===== config.mk =====
export PLATFORM = sky130hd
export DESIGN_NAME = hazard_ctrl
export DESIGN_NICKNAME = d
export VERILOG_FILES = /design/src/rtl/hazard_pkg.sv /design/src/rtl/forward_unit.sv /design/src/rtl/hazard_ctrl.sv
export SDC_FILE = /design/constraint.sdc
export NUM_CORES = 1
export LEC_CHECK = 0
export ABC_AREA = 1
export BUFFER_PORTS_ARGS = -buffer_cell sky130_fd_sc_hd__buf_2
export CORE_AREA = 2 2 107 109
export CTS_BUF_LIST = sky130_fd_sc_hd__clkbuf_4
export CTS_CLUSTER_DIAMETER = 60
export DETAILED_ROUTE_END_ITERATION = 12
export DIE_AREA = 0 0 109 111
export PLACE_DENSITY = 0.64
export SLEW_MARGIN = 25
export SYNTH_ARGS = -nofsm -noshare
export SYNTH_HDL_FRONTEND = slang
export SYNTH_SLANG_ARGS = --single-unit

===== constraint.sdc =====
create_clock -name clk -period 2.1 [get_ports clk]
set_clock_uncertainty 0.1 [all_clocks]
set_input_delay 0.42 -clock clk [delete_from_list [all_inputs] [get_ports clk]]
set_output_delay 0.42 -clock clk [all_outputs]
set_load 0.02 [all_outputs]

===== src/rtl/hazard_pkg.sv =====
// Shared types and constants for the pipeline hazard controller.
package hazard_pkg;

    typedef enum logic [1:0] {
        RUN      = 2'd0,
        REDIRECT = 2'd1,
        MEM_WAIT = 2'd2
    } state_t;

    localparam logic [1:0] FWD_RF  = 2'b00;
    localparam logic [1:0] FWD_WB  = 2'b01;
    localparam logic [1:0] FWD_MEM = 2'b10;

endpackage


===== src/rtl/forward_unit.sv =====
// E-stage forwarding select for one source operand; M has priority over W, x0 never forwarded.
module forward_unit
    import hazard_pkg::*;
#(
    parameter int unsigned WIDTH = 5
) (
    input  logic [WIDTH-1:0] rs,
    input  logic [WIDTH-1:0] rd_m,
    input  logic [WIDTH-1:0] rd_w,
    input  logic             reg_write_m,
    input  logic             reg_write_w,
    output logic [1:0]       fwd
);

    always_comb begin
        fwd = FWD_RF;
        if (reg_write_m && (rd_m != '0) && (rd_m == rs)) begin
            fwd = FWD_MEM;
        end else if (reg_write_w && (rd_w != '0) && (rd_w == rs)) begin
            fwd = FWD_WB;
        end
    end

endmodule


===== src/rtl/hazard_ctrl.sv =====
// Pipeline hazard controller: load-use stalls, branch redirect bubbles, data-memory waits,
// E-stage forwarding and saturating performance counters.
module hazard_ctrl
    import hazard_pkg::*;
#(
    parameter int unsigned WIDTH            = 5,
    parameter int unsigned REDIRECT_BUBBLES = 1,
    parameter int unsigned CNT_WIDTH        = 32
) (
    input  logic                 clk,
    input  logic                 rst_n,
    input  logic [WIDTH-1:0]     Rs1D,
    input  logic [WIDTH-1:0]     Rs2D,
    input  logic [WIDTH-1:0]     Rs1E,
    input  logic [WIDTH-1:0]     Rs2E,
    input  logic [WIDTH-1:0]     RdE,
    input  logic [WIDTH-1:0]     RdM,
    input  logic [WIDTH-1:0]     RdW,
    input  logic                 MemReadE,
    input  logic                 RegWriteM,
    input  logic                 RegWriteW,
    input  logic                 PCSrcE,
    input  logic                 MemReqM,
    input  logic                 MemReadyM,
    output logic                 StallF,
    output logic                 StallD,
    output logic                 StallE,
    output logic                 StallM,
    output logic                 FlushD,
    output logic                 FlushE,
    output logic                 FlushW,
    output logic [1:0]           ForwardAE,
    output logic [1:0]           ForwardBE,
    output logic [CNT_WIDTH-1:0] StallCycles,
    output logic [CNT_WIDTH-1:0] FlushEvents
);

    localparam logic [2:0] BubReload = 3'(REDIRECT_BUBBLES - 1);

    state_t               state_q, state_d;
    state_t               saved_q, saved_d;
    state_t               eff_state;
    logic [2:0]           bub_q, bub_d;
    logic [CNT_WIDTH-1:0] stall_cycles_q, flush_events_q;
    logic                 redirect_taken;
    logic                 mem_wait, load_use;
    logic [1:0]           fwd_a, fwd_b;

    forward_unit #(.WIDTH(WIDTH)) u_fwd_a (
        .rs          (Rs1E),
        .rd_m        (RdM),
        .rd_w        (RdW),
        .reg_write_m (RegWriteM),
        .reg_write_w (RegWriteW),
        .fwd         (fwd_a)
    );

    forward_unit #(.WIDTH(WIDTH)) u_fwd_b (
        .rs          (Rs2E),
        .rd_m        (RdM),
        .rd_w        (RdW),
        .reg_write_m (RegWriteM),
        .reg_write_w (RegWriteW),
        .fwd         (fwd_b)
    );

    assign ForwardAE = rst_n ? fwd_a : FWD_RF;
    assign ForwardBE = rst_n ? fwd_b : FWD_RF;

    assign mem_wait = MemReqM & ~MemReadyM;
    assign load_use = MemReadE & (RdE != '0) & ((RdE == Rs1D) | (RdE == Rs2D));

    // The cycle MEM_WAIT releases behaves exactly like the state it interrupted.
    assign eff_state = (state_q == MEM_WAIT) ? saved_q : state_q;

    always_comb begin
        StallF         = 1'b0;
        StallD         = 1'b0;
        StallE         = 1'b0;
        StallM         = 1'b0;
        FlushD         = 1'b0;
        FlushE         = 1'b0;
        FlushW         = 1'b0;
        redirect_taken = 1'b0;
        state_d        = state_q;
        saved_d        = saved_q;
        bub_d          = bub_q;

        if (!rst_n) begin
            FlushD = 1'b1;
            FlushE = 1'b1;
        end else if (mem_wait) begin
            StallF  = 1'b1;
            StallD  = 1'b1;
            StallE  = 1'b1;
            StallM  = 1'b1;
            FlushW  = 1'b1;
            state_d = MEM_WAIT;
            saved_d = eff_state;
        end else begin
            state_d = eff_state;
            if (PCSrcE) begin
                FlushD         = 1'b1;
                FlushE         = 1'b1;
                redirect_taken = 1'b1;
                if (REDIRECT_BUBBLES > 1) begin
                    bub_d   = BubReload;
                    state_d = REDIRECT;
                end else begin
                    state_d = RUN;
                end
            end else if (eff_state == REDIRECT) begin
                FlushD = 1'b1;
                if (bub_q <= 3'd1) begin
                    bub_d   = 3'd0;
                    state_d = RUN;
                end else begin
                    bub_d = bub_q - 3'd1;
                end
            end else if (load_use) begin
                StallF = 1'b1;
                StallD = 1'b1;
                FlushE = 1'b1;
            end
        end
    end

    always_ff @(posedge clk) begin
        if (!rst_n) begin
            state_q        <= RUN;
            saved_q        <= RUN;
            bub_q          <= 3'd0;
            stall_cycles_q <= '0;
            flush_events_q <= '0;
        end else begin
            state_q <= state_d;
            saved_q <= saved_d;
            bub_q   <= bub_d;
            if (StallF && (stall_cycles_q != '1)) begin
                stall_cycles_q <= stall_cycles_q + CNT_WIDTH'(1);
            end
            if (redirect_taken && (flush_events_q != '1)) begin
                flush_events_q <= flush_events_q + CNT_WIDTH'(1);
            end
        end
    end

    assign StallCycles = stall_cycles_q;
    assign FlushEvents = flush_events_q;

endmodule


* Word-level counts from Yosys, hierarchy flattened
Index checks and enable logic that the tools add are counted.
Storage, ports and cells: register bits after elaboration 71, output and inout port bits 75
Operators by class: order comparisons 1, add/sub/neg operators 3, bitwise logic cells 8, reductions and logical operators 13, eq/ne operators 10, multiplexer cells 29
Operators with widths (number):
- adder 32 x 1 -> 32 bit (second input constant) | 2
- inequality test 32 bit (second input constant) | 2
- == test 5 bit | 6
- two-way mux 1 bit | 19
- two-way mux 2 bit | 9
- nonzero test 5 bit | 3
- logical AND 1 bit | 8
- inverter 1 bit | 4
- AND 1 bit | 3
- less-or-equal comparator 3 x 1 -> 1 bit (second input constant) | 1
- two-way mux 3 bit | 1
- AND reduction 3 bit | 1
- OR reduction 3 bit | 1
- subtractor 3 x 1 -> 3 bit (second input constant) | 1
- == test 2 x 1 -> 1 bit (second input constant) | 1
- == test 2 bit (second input constant) | 1
- bitwise OR 1 bit | 1

* Logic depth before layout (Yosys ltp)
depth in word-level cells 9, depth in mapped cells 12, mapped depth without buffers 12

* Hierarchy
From an unflattened synthesis, not the netlist that was laid out.
Unflattened totals: cell total of the unflattened synthesis 849, area, all modules 4984.8 um^2
Modules (own cells, without submodules):
- hazard_ctrl | times used 1, cells an instance 749, area each 4556.9 um^2, sequential area each 1421.4 um^2
- forward_unit | times used 2, cells an instance 50, area each 214.0 um^2, sequential area each 0.0 um^2

* Worst setup path after synthesis
OpenSTA, ideal clock, no wires.
path type input port to output port, start input port MemReqM, end output port StallF, data required time 1580 ps, arrival time 1924 ps, stages on the path 8, slack -344 ps, path buffers 2, cell sequence inv_1 > nor2_1 > inv_1 > nor2_1 > inv_1 > nand2_2 > buf_2 > buf_4
On the way: cells in the longest elaborated chain, start to end 3
Ends and longest elaborated chain:
- start: declaration | RTL line hazard_ctrl.sv:23 | input logic MemReqM,
- AND 1 bit | RTL line hazard_ctrl.sv:70 | assign mem_wait = MemReqM & ~MemReadyM;
- two-way mux 1 bit (2 in series)
- end: declaration | RTL line hazard_ctrl.sv:25 | output logic StallF,
Every way passes these cells.

* Worst setup path in the final report
start input port Rs2E[2], end output port ForwardBE[1]
On the way: cells in the longest elaborated chain, start to end 4
Ends and longest elaborated chain:
- start: declaration | RTL line hazard_ctrl.sv:15 | input logic [WIDTH-1:0] Rs2E,
- == test 5 bit | RTL line forward_unit.sv:17 | if (reg_write_m && (rd_m != '0) && (rd_m == rs)) begin
- logical AND 1 bit | RTL line forward_unit.sv:17
- two-way mux 2 bit | RTL line forward_unit.sv:17
- two-way mux 2 bit | RTL line hazard_ctrl.sv:68 | assign ForwardBE = rst_n ? fwd_b : FWD_RF;
- end: declaration | RTL line hazard_ctrl.sv:33 | output logic [1:0] ForwardBE,
Every way passes these cells.

==> results_dict.tcl <==
set metrics [dict create \
    finalNetCount 1003 \
    drive_above_1_share 0.2318 \
    seq_area_frac_synth 0.2931 \
    grt_usage 0.2353 \
    wl_mm 14.00 \
    routabilityCongestion 0.9619 \
    yosysUniqueCellTypes 33 \
    clockBufferDepth 2 \
    grt_max_degree 35 \
    hp-class "in2reg" \
    area_growth_pct 27.09 \
    synth_area_per_cell_um2 6.108 \
    final-instance-count-excl-fill 1107 \
    first_pass_iters 4 \
    cts-buffers-inserted 9 \
    status "completed" \
    crit_path_max_incr_delay_ns 0.30 \
    power.total_mw 2.526 \
    crit_slowest_cell "or2_2" \
    core_um2 11080 \
    worstPathRequired_ns 1.58 \
    path_delay_family "simple AND/OR/NAND/NOR gates" \
    setup-violations-final 0 \
    io_buffers 117 \
    path_cells "buf_2 -> xor2_1 -> or2_2 -> nor4_2 -> inv_1 -> nor2_1 -> buf_2" \
    tightest_slew_ns 0.4039 \
    cts_root_buf "clkbuf_4" \
    worstHoldPathCells 4 \
    cp.depth 7 \
    htree_num_levels 3 \
    period_minus_slack_ns 2.054 \
    vdd_drop_max_v 0.0003176 \
    period_share 0.9780 \
    maxSlewHeadroom 0.7287 \
    yosys_register_bits 71 \
    crit_type "in2out" \
    hold_viol_final 0 \
    synthArstFlopShare 0 \
    critical_path.endpoint_type "output port" \
    path_common_cell "buf_2" \
    synth_edf_count 0 \
    leakage_nw 2.704 \
    placementRows 39 \
    post_drt_wl_per_cell_um 12.64 \
    netlist_top_cells_area "dfxtp_1 (29%), nand2_1 (20%), xor2_1 (7.2%)" \
    fmax_ghz 0.4869 \
    ys.flop_type "dfxtp_1" \
    critPathMaxFanout 2 \
    vias_per_cell 4.920 \
    die_x_um 109 \
    start_kind "input pin" \
    fill_cells 1167 \
    p_per_area_nw_per_um2 409.9 \
    drt_iter0_drc 306 \
    vias 5446 \
    die-area_um2 12100 \
    synthCells 794 \
    drc 0 \
    clk_latency_ns 0.45 \
    maxCapViolCount 0 \
    final_antenna_net_count 0 \
    grt.overflow.total 0 \
    start_util 0.4378 \
    clkSinkCount 71 \
    synth_warnings 0 \
    antenna_found_initial 1 \
    grt_pass1_vias 4827 \
    cts_tree "done" \
    die_h_um 111 \
    r2r_cells 11 \
    cp_num_buf_inv 3 \
    dp.cells 1084 \
    rsz0062_at_grt "yes" \
    grt_pass1_wl_mm 22.72 \
    yosys.area.top_type_share 0.2931 \
    place.detailed.hpwl_mm 10.87 \
    arrival_ns 1.53 \
    syn_nets 840 \
    clkTransAtPathRegs_ns 0.10 \
    boundaryPins 118 \
    yosysTopAreaCell "dfxtp_1" \
    synth.cell_area_um2 4850 \
    finalMaxSlewViolations 0 \
]
-- power by group --
group,total (mW),internal (mW),leakage [nW],switching (mW)
registers,1.36,1.36,0.575,0.00703
logic,0.294,0.115,2.06,0.179
clock network,0.869,0.361,0.0727,0.508
total,2.53,1.83,2.70,0.694
-- logic make-up (layout without fill, tap and decap cells) --
kind of cell | Yosys count | in the layout | synth area share
AND/OR/NAND/NOR | 475 | 475 | 0.4198
buffers and inverters | 104 | 272 | 0.08952
AO/OA/AOI/OAI | 87 | 87 | 0.09237
flip-flops | 71 | 71 | 0.2931
XOR/XNOR | 54 | 54 | 0.09752
adder cells (fa/ha/maj) | 3 | 3 | 0.007741
other | 0 | 2 | 0
-- worst reg2reg max path, delay by kind of cell, from the launching register on --
family / cells / cell delay, ns
buffers and inverters: 2 / 0.36
adder cells (fa/ha/maj): 1 / 0.21
flip-flops: 1 / 0.34
AO/OA/AOI/OAI: 1 / 0.07
AND/OR/NAND/NOR: 7 / 0.78
-- cell type report --
class | instances | area (um^2) | share of cell area
Antenna cell | 2 | 5.005 | 0.0008120
Clock buffer | 10 | 75.07 | 0.01218
Clock inverter | 6 | 51.30 | 0.008323
Inverter | 79 | 299.0 | 0.04852
Multi-Input combinational cell | 619 | 3052 | 0.4951
Sequential cell | 71 | 1428 | 0.2316
Tap cell | 143 | 178.9 | 0.02903
Timing Repair Buffer | 177 | 1075 | 0.1744
-- metal layers --
| layer | vias to the layer above | GRT usage | part of all wire |
|---|---|---|---|
| li1 | 2855 | - | - |
| met1 | 2421 | 0.3322 | 0.48 |
| met2 | 148 | 0.3578 | 0.44 |
| met3 | 22 | 0.04586 | 0.057 |
| met4 | 0 | 0.07521 | 0.019 |
| met5 | - | 0 | 0 |
-- worst paths after layout --
path	from	to	slack [ns]
max reg2reg	StallCycles[0]$_SDFFE_PN0P_	StallCycles[6]$_SDFFE_PN0P_	0.13
max	Rs2E[2]	ForwardBE[1]	0.05
min reg2reg	bub_q[2]$_SDFFE_PN0P_	bub_q[2]$_SDFFE_PN0P_	0.39
min	PCSrcE	state_q[0]$_SDFF_PP0_	0.23
-- sequential cells by signal, indices dropped and copies added (netlist names) --
register / count
saved_q: 2
bub_q: 3
StallCycles: 32
state_q: 2
FlushEvents: 32
-- cells in the mapped netlist (3+ instances only) --
library cell and count:
a21oi_1 66, buf_2 8, buf_4 3, buf_6 3
clkbuf_1 10, dfxtp_1 71, ha_1 3, inv_1 76
inv_2 3, nand2_1 259, nand2_2 5, nand3_1 61
nand3b_1 9, nand4_1 8, nor2_1 88, nor3_1 31
nor4_1 3, o21ai_0 16, xnor2_1 14, xor2_1 40
-- cell usage in the layout (no fill, tap or decap), types with 10 or more instances in the layout --
| master | n |
|---|---|
| a21oi_1 | 64 |
| nand3_1 | 60 |
| buf_4 | 57 |
| xnor2_1 | 14 |
| clkbuf_4 | 10 |
| nor2_1 | 86 |
| inv_1 | 75 |
| nand2_1 | 255 |
| buf_2 | 114 |
| o21ai_0 | 15 |
| nor3_1 | 31 |
| dfxtp_1 | 66 |
| xor2_1 | 40 |
-- per-stage QoR --
stage,cell area (um^2),setup TNS (ns),setup WS [ns],utilization,hold WS (ns)
4_1_cts,6083,0,0.007974,0.5492,0.1809
2_1_floorplan,4862,-0.005358,-0.005358,-,0.3511
6_report,6163,0,0.04617,0.5564,0.2317
5_1_grt,6161,-0.09587,-0.04303,0.5562,0.2364
3_5_place_dp,5912,0,0.03002,0.5337,0.3753
3_3_place_gp,5912,0,0.05927,0.5337,0.3689
-- repair_timing --
action,CTS,global route
pin swaps,3,4
gates resized for setup,10,17
setup endpoints to repair,3,57
gates cloned,0,0
buffers inserted,2,3
hold buffers,0,0
No activity file was read; power rests on OpenSTA's default activity.
